## src/rtl/systolic_seq_ctrl_if.sv

```systemverilog
// systolic_seq_ctrl_if: command, array-strobe and drain handshake bundle for the tile sequencer.
interface systolic_seq_ctrl_if #(
   parameter int ROWS   = 4,
   parameter int KDIM_W = 8
);
   localparam int RW = $clog2(ROWS);
   logic              start;
   logic [KDIM_W-1:0] k_len;
   logic              busy;
   logic              done;
   logic              err;
   logic              w_load_en;
   logic [RW-1:0]     w_row_sel;
   logic              acc_clear;
   logic              a_valid;
   logic [KDIM_W-1:0] a_k_idx;
   logic              acc_en;
   logic              drain_valid;
   logic [RW-1:0]     drain_row;
   logic              drain_ready;
   modport master (
      output start, k_len, drain_ready,
      input  busy, done, err, w_load_en, w_row_sel, acc_clear,
             a_valid, a_k_idx, acc_en, drain_valid, drain_row
   );
   modport slave (
      input  start, k_len, drain_ready,
      output busy, done, err, w_load_en, w_row_sel, acc_clear,
             a_valid, a_k_idx, acc_en, drain_valid, drain_row
   );
endinterface

```

## src/rtl/systolic_seq_ctrl.sv

```systemverilog
// systolic_seq_ctrl: sequences one weight-stationary tile pass (load, compute+skew, drain, done).
module systolic_seq_ctrl #(
   parameter int ROWS   = 4,
   parameter int COLS   = 4,
   parameter int KDIM_W = 8
) (
   input  logic                clk_i,
   input  logic                rst_ni,
   systolic_seq_ctrl_if.slave  bus
);
   localparam int CNT_W = KDIM_W + $clog2(ROWS + COLS) + 1;
   localparam int RW    = $clog2(ROWS);
   typedef enum logic [2:0] {IDLE, LOAD, COMPUTE, DRAIN, DONE} state_e;
   state_e            state_q, state_d;
   logic [CNT_W-1:0]  cnt_q, cnt_d;
   logic [KDIM_W-1:0] klen_q, klen_d;
   logic              err_q, err_d;
   logic [CNT_W-1:0]  klen_w, comp_last, row_last;
   logic              row_end, comp_end, a_act;
   // Counter is widened so klen_q plus the skew flush never wraps.
   assign klen_w    = CNT_W'(klen_q);
   assign comp_last = klen_w + CNT_W'(ROWS + COLS - 3);
   assign row_last  = CNT_W'(ROWS - 1);
   assign row_end   = cnt_q == row_last;
   assign comp_end  = cnt_q == comp_last;
   always_ff @(posedge clk_i or negedge rst_ni) begin
      if (!rst_ni) begin
         state_q <= IDLE;
         cnt_q   <= '0;
         klen_q  <= '0;
         err_q   <= 1'b0;
      end else begin
         state_q <= state_d;
         cnt_q   <= cnt_d;
         klen_q  <= klen_d;
         err_q   <= err_d;
      end
   end
   always_comb begin
      state_d = state_q;
      cnt_d   = cnt_q;
      klen_d  = klen_q;
      err_d   = 1'b0;
      case (state_q)
         IDLE: begin
            err_d   = bus.start && bus.k_len == '0;
            state_d = (bus.start && bus.k_len != '0) ? LOAD : IDLE;
            klen_d  = (bus.start && bus.k_len != '0) ? bus.k_len : klen_q;
            cnt_d   = '0;
         end
         LOAD: begin
            state_d = row_end ? COMPUTE : LOAD;
            cnt_d   = row_end ? '0 : cnt_q + 1'b1;
         end
         COMPUTE: begin
            state_d = comp_end ? DRAIN : COMPUTE;
            cnt_d   = comp_end ? '0 : cnt_q + 1'b1;
         end
         DRAIN: begin
            // Row index only moves on an accepted handshake; no timeout.
            state_d = (bus.drain_ready && row_end) ? DONE : DRAIN;
            cnt_d   = bus.drain_ready ? (row_end ? '0 : cnt_q + 1'b1) : cnt_q;
         end
         DONE: begin
            state_d = IDLE;
            cnt_d   = '0;
         end
         default: begin
            state_d = IDLE;
            cnt_d   = '0;
         end
      endcase
   end
   assign a_act = state_q == COMPUTE && cnt_q < klen_w;
   always_comb begin
      bus.busy        = state_q != IDLE;
      bus.done        = state_q == DONE;
      bus.err         = err_q;
      bus.w_load_en   = state_q == LOAD;
      bus.w_row_sel   = state_q == LOAD ? cnt_q[RW-1:0] : '0;
      bus.acc_clear   = state_q == LOAD && cnt_q == '0;
      bus.a_valid     = a_act;
      bus.a_k_idx     = a_act ? cnt_q[KDIM_W-1:0] : '0;
      bus.acc_en      = state_q == COMPUTE;
      bus.drain_valid = state_q == DRAIN;
      bus.drain_row   = state_q == DRAIN ? cnt_q[RW-1:0] : '0;
   end
endmodule

```

## src/flat_wrapper.sv

```systemverilog
// flat-port wrapper written by rule: the top's interface ports become plain ports
module systolic_seq_ctrl_flat 
#(
   parameter int ROWS   = 4,
   parameter int COLS   = 4,
   parameter int KDIM_W = 8
)
  (clk_i, rst_ni, bus_start, bus_k_len, bus_drain_ready, bus_busy, bus_done, bus_err, bus_w_load_en, bus_w_row_sel, bus_acc_clear, bus_a_valid, bus_a_k_idx, bus_acc_en, bus_drain_valid, bus_drain_row);
  systolic_seq_ctrl_if #(.ROWS(ROWS), .KDIM_W(KDIM_W)) bus_i ();
  input  logic clk_i;
  input  logic rst_ni;
  input wire logic [$bits(bus_i.start)-1:0] bus_start;
  input wire logic [$bits(bus_i.k_len)-1:0] bus_k_len;
  input wire logic [$bits(bus_i.drain_ready)-1:0] bus_drain_ready;
  output wire logic [$bits(bus_i.busy)-1:0] bus_busy;
  output wire logic [$bits(bus_i.done)-1:0] bus_done;
  output wire logic [$bits(bus_i.err)-1:0] bus_err;
  output wire logic [$bits(bus_i.w_load_en)-1:0] bus_w_load_en;
  output wire logic [$bits(bus_i.w_row_sel)-1:0] bus_w_row_sel;
  output wire logic [$bits(bus_i.acc_clear)-1:0] bus_acc_clear;
  output wire logic [$bits(bus_i.a_valid)-1:0] bus_a_valid;
  output wire logic [$bits(bus_i.a_k_idx)-1:0] bus_a_k_idx;
  output wire logic [$bits(bus_i.acc_en)-1:0] bus_acc_en;
  output wire logic [$bits(bus_i.drain_valid)-1:0] bus_drain_valid;
  output wire logic [$bits(bus_i.drain_row)-1:0] bus_drain_row;
  assign bus_i.start = bus_start;
  assign bus_i.k_len = bus_k_len;
  assign bus_i.drain_ready = bus_drain_ready;
  assign bus_busy = bus_i.busy;
  assign bus_done = bus_i.done;
  assign bus_err = bus_i.err;
  assign bus_w_load_en = bus_i.w_load_en;
  assign bus_w_row_sel = bus_i.w_row_sel;
  assign bus_acc_clear = bus_i.acc_clear;
  assign bus_a_valid = bus_i.a_valid;
  assign bus_a_k_idx = bus_i.a_k_idx;
  assign bus_acc_en = bus_i.acc_en;
  assign bus_drain_valid = bus_i.drain_valid;
  assign bus_drain_row = bus_i.drain_row;
  systolic_seq_ctrl #(.ROWS(ROWS), .COLS(COLS), .KDIM_W(KDIM_W)) u_core (.clk_i(clk_i), .rst_ni(rst_ni), .bus(bus_i));
endmodule
```

## config.mk

```make
export PLATFORM = sky130hd
export DESIGN_NAME = systolic_seq_ctrl_flat
export DESIGN_NICKNAME = d
export VERILOG_FILES = /design/src/rtl/systolic_seq_ctrl_if.sv /design/src/rtl/systolic_seq_ctrl.sv /design/src/flat_wrapper.sv
export SDC_FILE = /design/constraint.sdc
export NUM_CORES = 1
export LEC_CHECK = 0
export ABC_CLOCK_PERIOD_IN_PS = 2500
export BUFFER_PORTS_ARGS = -buffer_cell sky130_fd_sc_hd__buf_2
export CORE_UTILIZATION = 50
export DETAILED_ROUTE_END_ITERATION = 8
export GPL_ROUTABILITY_DRIVEN = 0
export PLACE_DENSITY_LB_ADDON = 0.2
export SYNTH_ARGS = -nofsm -noshare
export SYNTH_HDL_FRONTEND = slang
export SYNTH_SLANG_ARGS = --single-unit
```

## constraint.sdc

```tcl
create_clock -name clk_i -period 2.5 [get_ports clk_i]
set_input_delay 0.625 -clock clk_i [delete_from_list [all_inputs] [get_ports clk_i]]
set_output_delay 0.625 -clock clk_i [all_outputs]
set_load 0.005 [all_outputs]
```

======== After elaboration in Yosys (flattened, before gate mapping) ========
Cells that the tools add are included.
cells by class
  reduce and logical (&&, ||, !) cells .... 11
  magnitude comparators ................... 1
  muxes and demuxes ....................... 13
  eq/ne operators ......................... 7
  $add $sub $neg .......................... 2
operators with widths
  kind                                            number
  2-to-1 mux 12 bit                               3
  case mux 12 bit (3 select lines)                1
  adder 12 x 1 -> 12 bit, second input constant   1
  == test 12 bit                                  1
  == test 12 x 2 -> 1 bit, second input constant  1
  logical NOT 12 bit                              1
  less-than comparator 12 x 8 -> 1 bit            1
  case mux 3 bit (4 select lines)                 1
  adder 8 x 3 -> 9 bit, second input constant     1
  logical NOT 8 bit                               1
  2-to-1 mux 8 bit                                1
  nonzero test 8 bit                              1
  == test 3 x 2 -> 1 bit, second input constant   2
  2-to-1 mux 2 bit                                3
  logical AND 1 bit                               5
  == test 3 x 1 -> 1 bit, second input constant   1
  == test 3 bit, second input constant            1
  logical NOT 3 bit                               1
  2-to-1 mux 1 bit                                3
  2-to-1 mux 3 bit                                1
  nonzero test 3 bit                              1
  != test 2 bit, second input constant            1
  AND reduction 2 bit                             1
storage, ports and cells
  logic and storage cells ................. 38
  bits in registers ....................... 24
  output and inout port bits .............. 20
  bits of input ports ..................... 12

======== Longest topological paths before layout ========
Gate-level depths: netlist of run 1.
  depth after elaboration ................. 4
  mapped depth ............................ 9
  gate-level depth less buffers ........... 9

======== Worst setup path before layout of run 1 ========
OpenSTA, ideal clock, no wires.
  path kind ............................... reg-to-output
  start point ............................. register u_core.klen_q[1]
  end point ............................... output port bus_a_k_idx[2]
  buffers on the path ..................... 0
  setup slack ............................. 0.009 ns
  arrival ................................. 1.866 ns
  cell stages (with the launch flop) ...... 10
  data required time ...................... 1.875 ns
  cell sequence ........................... dfrtp_1 > inv_1 > ha_1 > nor2b_1 > o21a_1 > o21a_1 > o21a_1 > o211ai_1 > a21boi_1 > nor3b_1
on the way
  longest elaborated chain between the ends .. 3
ends and longest elaborated chain
  what                                  RTL line                 source
  start: declaration                    systolic_seq_ctrl.sv:16  logic [KDIM_W-1:0] klen_q, klen_d;
  start signal: assignment              systolic_seq_ctrl.sv:35  klen_q <= klen_d;
  less-than comparator 12 x 8 -> 1 bit  systolic_seq_ctrl.sv:74  assign a_act = state_q == COMPUTE && cnt_q < klen_w;
  logical AND 1 bit                     systolic_seq_ctrl.sv:74
  2-to-1 mux 8 bit                      systolic_seq_ctrl.sv:83  bus.a_k_idx = a_act ? cnt_q[KDIM_W-1:0] : '0;
  end: declaration                      flat_wrapper.sv:22       output wire logic [$bits(bus_i.a_k_idx)-1:0] bus_a_k_idx;
Every way passes these cells.

======== Final worst setup path of run 1 ========
  start point ............................. register u_core.klen_q[1]
  end point ............................... output port bus_a_k_idx[6]
The elaborated chain is that of the path after synthesis.

==> results of run 1 <==
==> layer usage <==
layer / up-vias / wire, µm
met2: 42 / 2280
met5: - / 0
met4: 0 / 24
met1: 847 / 2020
li1: 877 / -
met3: 2 / 227
==> sequential cells by signal, summed over array words and instances (netlist names) <==
name            count
u_core.klen_q       8
u_core.bus.err      1
u_core.state_q      3
u_core.cnt_q       12
==> report_power, final <==
group          leakage (nW)  internal [mW]  switching, mW
Clock                0.0138         0.0561          0.108
Combinational         0.779          0.206          0.226
Sequential            0.263          0.429         0.0332
==> layout make-up <==
class,instances,area share (%)
timing repair buffer,53,14.5
tap,46,2.58
multi-input combinational,167,52.5
inverter,15,2.52
clock buffer,3,1.01
sequential,24,26.9
==> worst max path at each step <==
stage / cells past startpoint / endpoint / startpoint / slack, ns
after floorplan: 9 / bus_a_k_idx[2] / u_core.klen_q[1] / 0.009
after global placement: 10 / bus_a_k_idx[6] / u_core.klen_q[1] / -0.1
after detailed placement: 10 / bus_a_k_idx[6] / u_core.klen_q[1] / -0.17
after CTS: 10 / bus_a_k_idx[6] / u_core.klen_q[1] / -0.45
after global routing: 10 / bus_a_k_idx[6] / u_core.klen_q[1] / -0.61
final: 10 / bus_a_k_idx[6] / u_core.klen_q[1] / -0.46
==> worst register-to-register path, stage by stage, from the launching register on <==
cell and delay [ns]:
dfrtp_1 0.44, buf_6 0.15, ha_4 0.17, or3_1 0.30, a211oi_1 0.25, o21ai_0 0.17
a221oi_4 0.40, o22a_4 0.25, nor4b_1 0.07, a21o_1 0.15
==> synthesized netlist by cell type, types with 4 or more instances <==
master	number	area share (%)
or3_1	7	2.4
inv_1	15	3.1
dfrtp_1	24	33
xor2_1	4	1.9
nor4_1	6	2.1
a21oi_1	6	1.6
nor3_1	11	3.0
clkbuf_1	7	1.4
nor2_1	17	3.5
nand2_1	18	3.7
xnor2_1	7	3.4
nand2b_1	4	1.4
o21ai_0	12	3.3
nor3b_1	5	2.1
nand3_1	12	3.3
ha_1	11	7.5
==> per-stage QoR <==
step	hold slack [ns]	setup TNS, ns
CTS	0.291	-3.68
finish	0.290	-3.68
detailed placement	0.493	-1.16
global route	0.326	-4.98
floorplan	0.329	0
global placement	0.497	-0.693
==> timing repair <==
| action | 4_1_cts | 5_1_grt |
|---|---|---|
| resized for setup | 1 | 9 |
| setup buffers | 0 | 0 |
| setup endpoints to repair | 9 | 17 |
| pin swaps | 0 | 4 |
| hold buffers | 0 | 0 |
==> logic make-up after synthesis <==
group | Yosys count | synth area share [%]
multiplexers | 1 | 0.616
adder cells (fa/ha/maj) | 11 | 7.53
AO/OA/AOI/OAI | 45 | 17.8
flip-flops | 24 | 32.9
buffers and inverters | 26 | 5.75
XOR/XNOR | 12 | 6.51
AND/OR/NAND/NOR | 98 | 28.9
==> results.sh, run 1 <==
export IMPL_max_freq_mhz=337
export IMPL_crit_type="register to output pin"
export IMPL_power_density_nw_per_um2=474
export IMPL_final_cell_mix="buf_2 (31), dfrtp_1 (24), buf_4 (21)"
export IMPL_drv_slew=0
export IMPL_final_hold_viol_count=0
export IMPL_placed_cell_area_um2=2160
export IMPL_worstMarginPinSlew_ns=0.557
export IMPL_finalSetupViolCount=9
export IMPL_synth_edf_count=0
export IMPL_dieArea_um2=3900
export IMPL_ys_warn_count=0
export IMPL_cts_buffers=3
export IMPL_p_leak_nw=1.06
export IMPL_post_route_util_pct=65.4
export IMPL_synth_flop_cell="dfrtp_1"
export IMPL_crit_chain="inv_1 > ha_1 > nor2b_1 > o21a_1 > o21a_1 > o21a_1 > o211ai_1 > a21boi_2 > nor3b_1 > buf_2"
export IMPL_synth_seq_cells=24
export IMPL_initial_core_util_pct=53.5
export IMPL_avgSynthCellArea_um2=8.42
export IMPL_start_kind="register"
export IMPL_dp_cells=306
export IMPL_cp_slowest_cell="dfrtp_1"
export IMPL_clock_path_buffers=2
export IMPL_grt_util_met2_pct=37.9
export IMPL_avgRoutedWirePerCell_um=14.8
export IMPL_synthArstFlopShare_pct=100
export IMPL_grt_usage_pct=23.4
export IMPL_clkSinkCount=24
export IMPL_synth_nets=240
export IMPL_grt_util_met1_pct=32.8
export IMPL_post_route_min_period_ns=2.96
export IMPL_nets=287
export IMPL_fp_row_count=21
export IMPL_areaGrowthSynthToFinish_pct=22.3
export IMPL_syn_inst=217
export IMPL_clkSlewWorstSetupHoldPaths_ns=0.12
export IMPL_ioPinCount=32
export IMPL_required_ns=1.88
export IMPL_finClkSkew_ns=0.00304
export IMPL_die_w_um=62.4
export IMPL_reg2reg_depth=9
export IMPL_drt_wl_total_um=4550
export IMPL_r2r_end="u_core.cnt_q[2]"
export IMPL_top_usage_layer="met2"
export IMPL_antennaDiodeCount=0
export IMPL_setup_ws_ns=-0.464
export IMPL_cts_root_buffer="clkbuf_4"
export IMPL_cp_end_kind="output pin"
export IMPL_irDropWorstVdd_mv=0.326
export IMPL_vias_per_cell=5.74
export IMPL_fill_cells=306
export IMPL_gr_total_overflow=0
export IMPL_rsz0062_at_grt="yes"
export IMPL_antenna_found_initial=0
export IMPL_drtPass1Iterations=4
export IMPL_netlist_area_um2=1830
export IMPL_first_iter_violations=104
export IMPL_drcViolationCount=0
export IMPL_crit_family="compound AO/OA/AOI/OAI gates"
export IMPL_htreeDepth=1
export IMPL_layout_commonest_cell="buf_2"
export IMPL_stdcell_count=308
export IMPL_pre_cts_ws_ns=-0.168
export IMPL_synth_distinct_cells=51
export IMPL_ant_nets=0
export IMPL_total_power_mw=1.06
export IMPL_vias=1768
export IMPL_cp_max_fo=9
export IMPL_tritoncts="done"
export IMPL_arrival_ns=2.34
export IMPL_max_cap_viol_count=0
export IMPL_grt_pass1_wl_um=7310
export IMPL_ff_latch_area_um2=601
export IMPL_multi_input_area_um2=1170
export IMPL_ys_seq_area_share_pct=32.9
export IMPL_port_buffers=31
export IMPL_max_stage_delay_ns=0.37
export IMPL_rrSetupSlack_ns=0.06
export IMPL_grt_pass1_vias=1603
export IMPL_violations="negative setup slack"
export IMPL_grt_max_degree=25
export IMPL_drive_above_1_share_pct=27.1
export IMPL_grtUsageMet3_pct=2.55
export IMPL_core_um2=3420
export IMPL_status="finished, violations left"
export IMPL_hpwl_um=3470
export IMPL_fin_crit_sh_pct=119
export IMPL_holdCritPathClass="primary input to async pin"
export IMPL_insertion_delay_ns=0.30
export IMPL_die_height_um=62.4
export IMPL_critPathBufInv=2
export IMPL_r2r_start="u_core.klen_q[0]"
export IMPL_slew_headroom_pct=62.9
export IMPL_final_area_um2=2230
export IMPL_crit_top_cell="o21a_1"
No activity file was read; power rests on OpenSTA's default activity.
==> inputs of run 2 (changes only) <==
Settings changed: ABC_CLOCK_PERIOD_IN_PS 2500 to 2400, SKIP_CTS_REPAIR_TIMING set to 1.
Clock period 2.5 ns to 2.4 ns, I/O delays scaled along.
==> results.sh, run 2 (same netlist as run 1, synthesis figures left out) <==
export IMPL_drcViolationCount=0
export IMPL_rsz0062_at_grt="yes"
export IMPL_setup_ws_ns=-0.552
export IMPL_grt_pass1_wl_um=7310
export IMPL_fin_crit_sh_pct=123
export IMPL_fill_cells=282
export IMPL_switching_power_mw=0.395
export IMPL_seq_power_share_pct=43.7
export IMPL_violations="negative setup slack"
export IMPL_reg2reg_depth=10
export IMPL_p_clk_share_pct=16.3
export IMPL_die_height_um=62.4
export IMPL_areaGrowthSynthToFinish_pct=26.5
export IMPL_antenna_found_initial=0
export IMPL_vias_per_cell=5.67
export IMPL_r2r_start="u_core.klen_q[0]"
export IMPL_clkSlewWorstSetupHoldPaths_ns=0.13
export IMPL_grt_pass1_vias=1637
export IMPL_insertion_delay_ns=0.32
export IMPL_clock_path_buffers=2
export IMPL_nets=290
export IMPL_ant_nets=0
export IMPL_finalSetupViolCount=9
export IMPL_final_cell_mix="buf_2 (31), buf_4 (24), dfrtp_1 (24)"
export IMPL_cts_root_buffer="clkbuf_4"
export IMPL_reg_top3="u_core.cnt_q: 12 flops, u_core.klen_q: 8 flops, u_core.state_q: 3 flops"
export IMPL_clkSinkCount=24
export IMPL_core_um2=3420
export IMPL_dieArea_um2=3900
export IMPL_first_iter_violations=87
export IMPL_status="finished, violations left"
export IMPL_antennaDiodeCount=0
export IMPL_htreeDepth=1
export IMPL_required_ns=1.80
export IMPL_drt_wl_total_um=4560
export IMPL_power_density_nw_per_um2=490
export IMPL_post_route_util_pct=67.7
export IMPL_largest_reg_flops=12
export IMPL_die_w_um=62.4
export IMPL_largest_register="u_core.cnt_q"
export IMPL_grt_max_degree=25
export IMPL_max_cap_viol_count=0
export IMPL_drtPass1Iterations=4
export IMPL_drive_above_1_share_pct=30.9
export IMPL_ff_latch_area_um2=601
export IMPL_cp_max_fo=5
export IMPL_p_int_mw=0.736
export IMPL_finalHoldWorstSlack_ns=0.248
export IMPL_sw_frac_of_total_pct=35.0
export IMPL_layout_commonest_cell="buf_2"
export IMPL_port_buffers=31
export IMPL_tritoncts="done"
export IMPL_arrival_ns=2.35
export IMPL_r2r_end="u_core.cnt_q[9]"
export IMPL_p_comb_share_pct=40.0
export IMPL_cts_buffers=3
export IMPL_rrSetupSlack_ns=0.03
export IMPL_ioPinCount=32
export IMPL_worstMarginPinSlew_ns=0.593
export IMPL_grt_usage_pct=23.5
export IMPL_start_kind="register"
export IMPL_crit_type="register to output pin"
export IMPL_cp_end_kind="output pin"
export IMPL_drv_slew=0
export IMPL_fp_row_count=21
export IMPL_slew_headroom_pct=60.1
export IMPL_irDropWorstVdd_mv=0.285
export IMPL_initial_core_util_pct=53.5
export IMPL_avgRoutedWirePerCell_um=14.7
export IMPL_p_leak_nw=1.07
export IMPL_holdCritPathClass="primary input to async pin"
export IMPL_multi_input_area_um2=1240
export IMPL_startpoint="u_core.klen_q[1]"
export IMPL_hpwl_um=3410
export IMPL_final_hold_viol_count=0
export IMPL_post_route_min_period_ns=2.95
export IMPL_finClkSkew_ns=0.00319
export IMPL_gr_total_overflow=0
export IMPL_vias=1764
export IMPL_max_freq_mhz=339
-- run 2: worst max path at each step --
stage | endpoint | cells after the start | slack [ns]
finish | bus_a_k_idx[3] | 11 | -0.55
detailed placement | bus_a_k_idx[4] | 10 | -0.16
global placement | bus_a_k_idx[0] | 10 | -0.11
CTS | bus_a_k_idx[4] | 10 | -0.54
global route | bus_a_k_idx[0] | 11 | -0.70
floorplan | bus_a_k_idx[0] | 9 | -0.03
-- run 2: cell type report --
| class | count | share of cell area (%) |
|---|---|---|
| multi-input cells | 168 | 53.6 |
| flip-flops and latches | 24 | 26.0 |
| repair buffers | 55 | 14.5 |
| well taps | 46 | 2.49 |
| inverters | 15 | 2.44 |
| clock buffers | 3 | 0.975 |
-- run 2: power groups by stage --
stage / clock network [mW] / registers [mW] / logic, mW
after floorplan: 0 / 0.484 / 0.291
after global placement: 0 / 0.497 / 0.421
after detailed placement: 0 / 0.498 / 0.430
after CTS: 0.189 / 0.491 / 0.432
after global routing: 0.202 / 0.502 / 0.499
final: 0.184 / 0.495 / 0.453
-- run 2: through the flow --
stage          power (mW)  setup TNS, ns  setup WS (ns)  cells  instance area (µm²)
6_report             1.13          -4.81         -0.552    311                 2310
5_1_grt              1.20          -6.20         -0.696    311                 2310
4_1_cts              1.11          -4.78         -0.543    308                 2200
3_5_place_dp        0.928          -1.20         -0.165    305                 2180
3_3_place_gp        0.918         -0.928         -0.114    305                 2180
2_1_floorplan       0.775         -0.176        -0.0349    217                 1850
-- run 2: critical path, cell delays in order, from the launching register on --
cell      delay [ns]
dfrtp_1         0.41
inv_2           0.08
ha_4            0.20
nor2b_4         0.11
o21a_1          0.16
o21a_1          0.16
o21a_1          0.16
o211ai_1        0.18
buf_4           0.17
a21boi_4        0.09
nor3_1          0.18
buf_2           0.14
-- run 2: layer usage --
| layer | vias to the layer above | GRT usage, % | routed length [µm] | part of all wire (%) |
|---|---|---|---|---|
| met1 | 829 | 32.0 | 2120 | 47 |
| li1 | 885 | - | - | - |
| met5 | - | 0 | 0 | 0 |
| met2 | 42 | 39.1 | 2150 | 47 |
| met4 | 0 | 8.72 | 91 | 2.0 |
| met3 | 8 | 1.64 | 197 | 4.3 |
